File: config.mk
export PLATFORM = sky130hd
export DESIGN_NAME = cpu6502_operand_fetch
export DESIGN_NICKNAME = d
export VERILOG_FILES = /design/src/rtl/cpu6502_pkg.sv /design/src/rtl/cpu6502_ea_adder.sv /design/src/rtl/cpu6502_operand_fetch.sv
export SDC_FILE = /design/constraint.sdc
export NUM_CORES = 1
export LEC_CHECK = 0
export CAP_MARGIN = 25
export CORE_AREA = 2 2 127 129
export CTS_CLUSTER_DIAMETER = 120
export CTS_CLUSTER_SIZE = 30
export DETAILED_ROUTE_END_ITERATION = 10
export DIE_AREA = 0 0 129 131
export GPL_TIMING_DRIVEN = 1
export PLACE_DENSITY = 0.69
export SKIP_CTS_REPAIR_TIMING = 1
export SLEW_MARGIN = 20
export SYNTH_ARGS = -nofsm -noshare
export SYNTH_HDL_FRONTEND = slang
export SYNTH_SLANG_ARGS = --single-unit
File: constraint.sdc
create_clock -name clk -period 6.09 [get_ports clk]
set_input_delay 1.5225 -clock clk [delete_from_list [all_inputs] [get_ports clk]]
set_output_delay 1.5225 -clock clk [all_outputs]
set_load 0.005 [all_outputs]
File: src/rtl/cpu6502_pkg.sv
// Shared 6502 constants: sequencer states, addressing modes,
// ALU operation codes and the one illegal group-one opcode.
package cpu6502_pkg;

    typedef logic [2:0] state_t;

    localparam state_t S_IDLE      = 3'd0;
    localparam state_t S_FETCH_LO  = 3'd1;
    localparam state_t S_FETCH_HI  = 3'd2;
    localparam state_t S_PTR_LO    = 3'd3;
    localparam state_t S_PTR_HI    = 3'd4;
    localparam state_t S_READ_OPND = 3'd5;
    localparam state_t S_DONE      = 3'd6;

    typedef logic [2:0] mode_t;

    localparam mode_t M_IZX = 3'b000;
    localparam mode_t M_ZP  = 3'b001;
    localparam mode_t M_IMM = 3'b010;
    localparam mode_t M_ABS = 3'b011;
    localparam mode_t M_IZY = 3'b100;
    localparam mode_t M_ZPX = 3'b101;
    localparam mode_t M_ABY = 3'b110;
    localparam mode_t M_ABX = 3'b111;

    typedef logic [4:0] aluop_t;

    localparam aluop_t OP_ORA = 5'b00001;
    localparam aluop_t OP_AND = 5'b00101;
    localparam aluop_t OP_EOR = 5'b01001;
    localparam aluop_t OP_ADC = 5'b01101;
    localparam aluop_t OP_STA = 5'b10001;
    localparam aluop_t OP_LDA = 5'b10101;
    localparam aluop_t OP_CMP = 5'b11001;
    localparam aluop_t OP_SBC = 5'b11101;

    localparam logic [7:0] ILLEGAL_OP = 8'h89;

    function automatic logic is_abs(input mode_t m);
        return (m == M_ABS) || (m == M_ABX) || (m == M_ABY);
    endfunction

endpackage

File: src/rtl/cpu6502_ea_adder.sv
// Effective-address adder: base + index, optionally
// confined to page zero.
module cpu6502_ea_adder (
    input  logic [15:0] base,
    input  logic [7:0]  idx,
    input  logic        zpw,
    output logic [15:0] sum
);

    logic [7:0] zsum;

    assign zsum = base[7:0] + idx;
    assign sum  = zpw ? {8'h00, zsum}
                      : base + {8'h00, idx};

endmodule

File: src/rtl/cpu6502_operand_fetch.sv
// Group-one addressing-mode sequencer: resolves the
// effective address and fetches the ALU operand byte.
module cpu6502_operand_fetch
    import cpu6502_pkg::*;
(
    input  logic        clk,
    input  logic        rst_n,
    input  logic        start,
    input  logic [7:0]  opcode,
    input  logic [15:0] pc,
    input  logic [7:0]  x_reg,
    input  logic [7:0]  y_reg,
    output logic [15:0] mem_addr,
    output logic        mem_rd,
    input  logic [7:0]  mem_rdata,
    input  logic        mem_ready,
    output logic        busy,
    output logic        done,
    output logic [4:0]  operation,
    output logic [7:0]  operand,
    output logic [15:0] eff_addr,
    output logic [15:0] pc_next,
    output logic        illegal
);

    state_t      state;
    mode_t       mode;
    logic [7:0]  xr;
    logic [7:0]  yr;
    logic [7:0]  lo;
    logic [15:0] pcr;
    logic [15:0] base;
    logic [15:0] sum;
    logic [7:0]  idx;
    logic        zpw;
    logic        sta;
    logic        res;

    assign sta = (operation == OP_STA);

    always_comb begin
        base = 16'h0000;
        idx  = 8'h00;
        zpw  = 1'b0;
        unique case (state)
            S_FETCH_LO: begin
                base = {8'h00, mem_rdata};
                zpw  = 1'b1;
                if (mode == M_ZPX || mode == M_IZX)
                    idx = xr;
            end
            S_FETCH_HI: begin
                base = {mem_rdata, lo};
                if (mode == M_ABX)
                    idx = xr;
                else if (mode == M_ABY)
                    idx = yr;
            end
            S_PTR_LO: begin
                base = mem_addr;
                idx  = 8'h01;
                zpw  = 1'b1;
            end
            S_PTR_HI: begin
                base = {mem_rdata, lo};
                if (mode == M_IZY)
                    idx = yr;
            end
            default: ;
        endcase
    end

    // Address fully known: go read the operand, or finish for STA.
    always_comb begin
        res = 1'b0;
        if (mem_ready) begin
            unique case (state)
                S_FETCH_LO: res = (mode == M_ZP) || (mode == M_ZPX);
                S_FETCH_HI: res = 1'b1;
                S_PTR_HI:   res = 1'b1;
                default:    res = 1'b0;
            endcase
        end
    end

    cpu6502_ea_adder u_ea (
        .base (base),
        .idx  (idx),
        .zpw  (zpw),
        .sum  (sum)
    );

    always_ff @(posedge clk or negedge rst_n) begin
        if (!rst_n) begin
            state     <= S_IDLE;
            mode      <= M_IZX;
            xr        <= 8'h00;
            yr        <= 8'h00;
            lo        <= 8'h00;
            pcr       <= 16'h0000;
            mem_addr  <= 16'h0000;
            mem_rd    <= 1'b0;
            busy      <= 1'b0;
            done      <= 1'b0;
            operation <= 5'b00000;
            operand   <= 8'h00;
            eff_addr  <= 16'h0000;
            pc_next   <= 16'h0000;
            illegal   <= 1'b0;
        end else begin
            done <= 1'b0;
            unique case (state)
                S_IDLE: if (start) begin
                    mode      <= opcode[4:2];
                    xr        <= x_reg;
                    yr        <= y_reg;
                    pcr       <= pc;
                    operation <= {opcode[7:5], opcode[1:0]};
                    busy      <= 1'b1;
                    if (opcode[1:0] != 2'b01 || opcode == ILLEGAL_OP) begin
                        state    <= S_DONE;
                        done     <= 1'b1;
                        illegal  <= 1'b1;
                        operand  <= 8'h00;
                        eff_addr <= 16'h0000;
                        pc_next  <= pc;
                    end else begin
                        state    <= S_FETCH_LO;
                        mem_rd   <= 1'b1;
                        mem_addr <= pc;
                        illegal  <= 1'b0;
                        pc_next  <= is_abs(opcode[4:2]) ? pc + 16'd2
                                                        : pc + 16'd1;
                    end
                end
                S_FETCH_LO: if (mem_ready) begin
                    unique case (mode)
                        M_IMM: begin
                            operand  <= mem_rdata;
                            eff_addr <= pcr;
                            mem_rd   <= 1'b0;
                            done     <= 1'b1;
                            state    <= S_DONE;
                        end
                        M_ABS, M_ABX, M_ABY: begin
                            lo       <= mem_rdata;
                            mem_addr <= pcr + 16'd1;
                            state    <= S_FETCH_HI;
                        end
                        M_IZX, M_IZY: begin
                            mem_addr <= sum;
                            state    <= S_PTR_LO;
                        end
                        default: ;
                    endcase
                end
                S_PTR_LO: if (mem_ready) begin
                    lo       <= mem_rdata;
                    mem_addr <= sum;
                    state    <= S_PTR_HI;
                end
                S_READ_OPND: if (mem_ready) begin
                    operand <= mem_rdata;
                    mem_rd  <= 1'b0;
                    done    <= 1'b1;
                    state   <= S_DONE;
                end
                S_DONE: begin
                    busy  <= 1'b0;
                    state <= S_IDLE;
                end
                default: ;
            endcase
            if (res) begin
                eff_addr <= sum;
                if (sta) begin
                    operand <= 8'h00;
                    mem_rd  <= 1'b0;
                    done    <= 1'b1;
                    state   <= S_DONE;
                end else begin
                    mem_addr <= sum;
                    state    <= S_READ_OPND;
                end
            end
        end
    end

endmodule

==> report_table.html <==
<table>
<tr><th>Metric</th><th>Value</th></tr>
<tr><th colspan="2">Placed design</th></tr>
<tr><td>IO Port Bufs</td><td>116</td></tr>
<tr><td>Instance area after placement</td><td>8202 µm²</td></tr>
<tr><td>Half-perimeter wire length after placement</td><td>roughly 17000 µm</td></tr>
<tr><td>Placer Congestion</td><td>0.9137</td></tr>
<tr><th colspan="2">Global route</th></tr>
<tr><td>Aggregate global routing overflow</td><td>0</td></tr>
<tr><td>First-pass GRT wire length</td><td>roughly 35000 µm</td></tr>
<tr><td>Vias in the first global route</td><td>6273</td></tr>
<tr><td>Number of antenna violations at the first check in global routing</td><td>0</td></tr>
<tr><td>Overall global routing resource usage</td><td>27.37%</td></tr>
<tr><td>Largest net degree at the start of global routing</td><td>slightly above 70</td></tr>
<tr><th colspan="2">Routing</th></tr>
<tr><td>Number of iterations in the first detailed-routing pass</td><td>7</td></tr>
<tr><td>Post-route DRC violation count</td><td>0</td></tr>
<tr><td>Initial DRC count</td><td>723</td></tr>
<tr><td>Routed WL</td><td>22770 µm</td></tr>
<tr><td>Number of nets still failing antenna checks after routing</td><td>0</td></tr>
<tr><td>DR vias/cell</td><td>between 5 and 6</td></tr>
<tr><td>Drt wl/cell</td><td>20.21 µm</td></tr>
<tr><td>Via count of the routed design</td><td>6666</td></tr>
<tr><th colspan="2">Die</th></tr>
<tr><td>DIE AREA</td><td>approximately 17000 µm²</td></tr>
<tr><td>I/O Pins</td><td>117</td></tr>
<tr><td>Core area</td><td>around 16000 µm²</td></tr>
<tr><td>Count of standard-cell rows</td><td>46</td></tr>
<tr><td>Width of the chip</td><td>between 100 and 150 µm</td></tr>
<tr><td>Starting Density</td><td>44.31%</td></tr>
<tr><td>Die Y</td><td>between 100 and 150 µm</td></tr>
<tr><th colspan="2">Clock tree</th></tr>
<tr><td>Max Buffers Root-to-Sink</td><td>2</td></tr>
<tr><td>TritonCTS clock tree</td><td>built</td></tr>
<tr><td>Clock buffers created by TritonCTS</td><td>9</td></tr>
<tr><td>H-tree levels</td><td>3</td></tr>
<tr><td>Worst-Skew Late Latency</td><td>0.36 ns</td></tr>
<tr><td>Reg clk slew, reported paths</td><td>approximately 0.080 ns</td></tr>
<tr><td>Clock tree root driver cell</td><td>sky130_fd_sc_hd__clkbuf_16</td></tr>
<tr><td>Clock tree sinks</td><td>about 110</td></tr>
<tr><th colspan="2">STA</th></tr>
<tr><td>Unrepaired setup endpoints after global routing</td><td>false</td></tr>
<tr><td>Number of hold violations in the final report</td><td>0</td></tr>
<tr><td>Final Hold Slack</td><td>~0.48 ns</td></tr>
<tr><td>Slew at the pin with the worst max-slew slack</td><td>0.9487 ns</td></tr>
<tr><td>Sum of negative setup slack</td><td>0 ns</td></tr>
<tr><td>Final worst clock skew</td><td>0.01036 ns</td></tr>
<tr><td>Slew Viols, Final</td><td>0</td></tr>
<tr><td>Crit share post-route</td><td>70.85%</td></tr>
<tr><td>Highest achievable clock rate</td><td>0.2318 GHz</td></tr>
<tr><td>Final setup viols</td><td>0</td></tr>
<tr><td>Clock period minus worst slack</td><td>4.315 ns</td></tr>
<tr><td>Tightest slew margin relative to the limit</td><td>36.48%</td></tr>
<tr><th colspan="2">Job</th></tr>
<tr><td>Max-capacitance violation count</td><td>0</td></tr>
<tr><th colspan="2">Pwr</th></tr>
<tr><td>Pleak</td><td>3.583 nW</td></tr>
<tr><td>Maximum ir drop on the vdd rail</td><td>178.9 µV</td></tr>
<tr><td>Power Density</td><td>between 500 and 600 nW/µm²</td></tr>
<tr><th colspan="2">Setup path</th></tr>
<tr><td>Register-to-register setup slack</td><td>1.92 ns</td></tr>
<tr><td>Worst Reg-to-Reg Cells</td><td>13</td></tr>
<tr><td>Largest fanout on the critical path</td><td>30</td></tr>
<tr><td>Worst r2r src</td><td>state[1]</td></tr>
<tr><td>Worst R2R End</td><td>eff_addr[12]</td></tr>
<tr><td>Startpoint types</td><td>input pin</td></tr>
<tr><td>Critical path class</td><td>input pin to flip-flop</td></tr>
<tr><td>Required time of the critical path</td><td>~6.3 ns</td></tr>
<tr><td>Endpoint arrival time on the critical path</td><td>approximately 4.6 ns</td></tr>
<tr><td>Category of the worst setup path capture point</td><td>flip-flop</td></tr>
<tr><th colspan="2">Synthesis</th></tr>
<tr><td>Post-synth EDFFs</td><td>0</td></tr>
<tr><td>Cell Area, Synth</td><td>6912 µm²</td></tr>
<tr><td>Number of unique standard cell types used by synthesis</td><td>77</td></tr>
<tr><td>Synth Warn #</td><td>0</td></tr>
<tr><td>Post-synthesis cell type with the largest combined area</td><td>sky130_fd_sc_hd__dfrtp_1</td></tr>
<tr><td>Cell count after synthesis</td><td>818</td></tr>
<tr><td>Share of synthesized area occupied by flip-flops and latches</td><td>40.19%</td></tr>
<tr><td>Share of async-settable or async-resettable flops after synthesis</td><td>100.0%</td></tr>
<tr><td>Main area contributors after synthesis</td><td>sky130_fd_sc_hd__dfrtp_1 (40%), sky130_fd_sc_hd__nand2_1 (10%), sky130_fd_sc_hd__nor2_1 (3.8%)</td></tr>
<tr><td>Top-count cell post-synth</td><td>sky130_fd_sc_hd__nand2_1</td></tr>
<tr><td>Portion of synthesized cell area occupied by the leading cell type</td><td>about two fifths</td></tr>
<tr><td>Post-Synthesis Net Count</td><td>882</td></tr>
<tr><td>Main synth FF type</td><td>sky130_fd_sc_hd__dfrtp_1</td></tr>
<tr><td>Synthesized area per cell</td><td>8.449 µm²</td></tr>
<tr><td>Number of synthesized register bits</td><td>111</td></tr>
<tr><td>Cell types with the highest counts after synthesis</td><td>sky130_fd_sc_hd__nand2_1 (184), sky130_fd_sc_hd__dfrtp_1 (111), sky130_fd_sc_hd__nor2_1 (70)</td></tr>
<tr><th colspan="2">Cells and area</th></tr>
<tr><td>Final antenna diode count</td><td>0</td></tr>
<tr><td>Finished layout cell area</td><td>8534 µm²</td></tr>
<tr><td>Area Growth Syn to Fin</td><td>23.48%</td></tr>
<tr><td>Post-layout net count</td><td>970</td></tr>
<tr><td>Share of final-layout standard cells stronger than drive strength 1</td><td>7.574%</td></tr>
<tr><td>Utilization of the core after routing</td><td>between 50 and 60%</td></tr>
<tr><td>Fill cell instance count of the final layout</td><td>1478</td></tr>
<tr><th colspan="2">Worst hold path</th></tr>
<tr><td>Hold-critical path endpoint</td><td>xr[7]</td></tr>
<tr><td>Cell depth of the worst hold path</td><td>2</td></tr>
<tr><td>Hold path startpoint</td><td>xr[7]</td></tr>
<tr><td>Class of the tightest hold or removal check</td><td>flip-flop to flip-flop</td></tr>
<tr><th colspan="2">Outcome</th></tr>
<tr><td>Run status</td><td>finished, final reports clean</td></tr>
</table>
## layout make-up
cell class	count	area, µm²	share of cell area, %
clock buffers	9	225.2	2.639
clock inverters	7	107.6	1.261
inverters	10	37.54	0.4398
multi-input cells	645	3860	45.23
flip-flops and latches	111	2778	32.55
well taps	216	270.3	3.167
repair buffers	129	1256	14.72
## logic make-up (layout without fill, tap and decap cells)
group,count (synthesis),count (layout),share of synthesized area (%)
XOR/XNOR,37,37,5.069
buffers and inverters,62,155,4.001
multiplexers,26,26,4.019
AO/OA/AOI/OAI,207,207,20.26
adder cells (fa/ha/maj),13,13,2.426
AND/OR/NAND/NOR,362,362,24.04
flip-flops,111,111,40.19
## report_power, final
part           internal, W  switching, W  total, W
Sequential         0.00108      0.000334   0.00141
Combinational     0.000982       0.00125   0.00223
Clock             0.000336      0.000313  0.000649
Total              0.00239       0.00189   0.00429
## worst max-delay path by stage
stage / startpoint / end / slack (ns) / cells past startpoint
after floorplan: mem_rdata[1] / eff_addr[12] / 2.48 / 11
after global placement: mem_rdata[1] / eff_addr[12] / 1.49 / 12
after detailed placement: mem_rdata[1] / eff_addr[12] / 1.45 / 12
after CTS: mem_rdata[1] / eff_addr[12] / 1.82 / 12
after global routing: mem_rdata[1] / mem_addr[9] / 1.54 / 12
final: mem_ready / eff_addr[13] / 1.78 / 9
## sequential cells by signal, summed over array words and instances (netlist names)
register   count
eff_addr      16
mem_addr      16
pc_next       16
pcr           16
lo             8
operand        8
xr             8
yr             8
operation      5
mode           3
state          3
busy           1
done           1
illegal        1
mem_rd         1
## layout by cell type, fill, tap and decap left out, types with 8 or more instances in the layout
cell type                         instances
sky130_fd_sc_hd__o22ai_1                  9
sky130_fd_sc_hd__mux2_2                  14
sky130_fd_sc_hd__a31oi_1                 14
sky130_fd_sc_hd__clkbuf_16                9
sky130_fd_sc_hd__buf_4                   14
sky130_fd_sc_hd__a22oi_1                 14
sky130_fd_sc_hd__dfrtp_1                111
sky130_fd_sc_hd__a21oi_1                 48
sky130_fd_sc_hd__mux2i_1                 12
sky130_fd_sc_hd__nand2_1                183
sky130_fd_sc_hd__nand3_1                 28
sky130_fd_sc_hd__xor2_1                  19
sky130_fd_sc_hd__o21ai_0                 43
sky130_fd_sc_hd__a22o_1                  10
sky130_fd_sc_hd__clkdlybuf4s50_1        115
sky130_fd_sc_hd__a221oi_1                 8
sky130_fd_sc_hd__xnor2_1                 16
sky130_fd_sc_hd__nor2_1                  70
sky130_fd_sc_hd__inv_1                    9
sky130_fd_sc_hd__ha_1                    11
sky130_fd_sc_hd__nand4_1                 10
## through the flow
step	setup WS (ns)	power (W)	cells
finish	1.775	0.004287	1127
global route	1.544	0.004575	1127
global placement	1.492	0.003584	1111
detailed placement	1.454	0.003608	1111
CTS	1.815	0.004272	1127
floorplan	2.477	0.002705	818
## per-layer routing
layer  share of wire (%)  vias to the layer above  GRT usage [%]
met5                   0                        -              0
met4                 2.6                        0          10.23
met3                 7.2                       38          4.275
met2                  46                      286          42.20
met1                  45                     3226          39.08
li1                    -                     3116              -
## worst max-delay path, cell delays in order
cell and delay [ns]:
sky130_fd_sc_hd__clkdlybuf4s50_1 0.46, sky130_fd_sc_hd__buf_4 0.30, sky130_fd_sc_hd__clkinv_1 0.37, sky130_fd_sc_hd__nor3_2 0.63, sky130_fd_sc_hd__o311a_1 0.53, sky130_fd_sc_hd__buf_4 0.34, sky130_fd_sc_hd__inv_1 0.10, sky130_fd_sc_hd__a21oi_1 0.19
sky130_fd_sc_hd__nand3_1 0.11
Power figures use the tool's default switching activity.
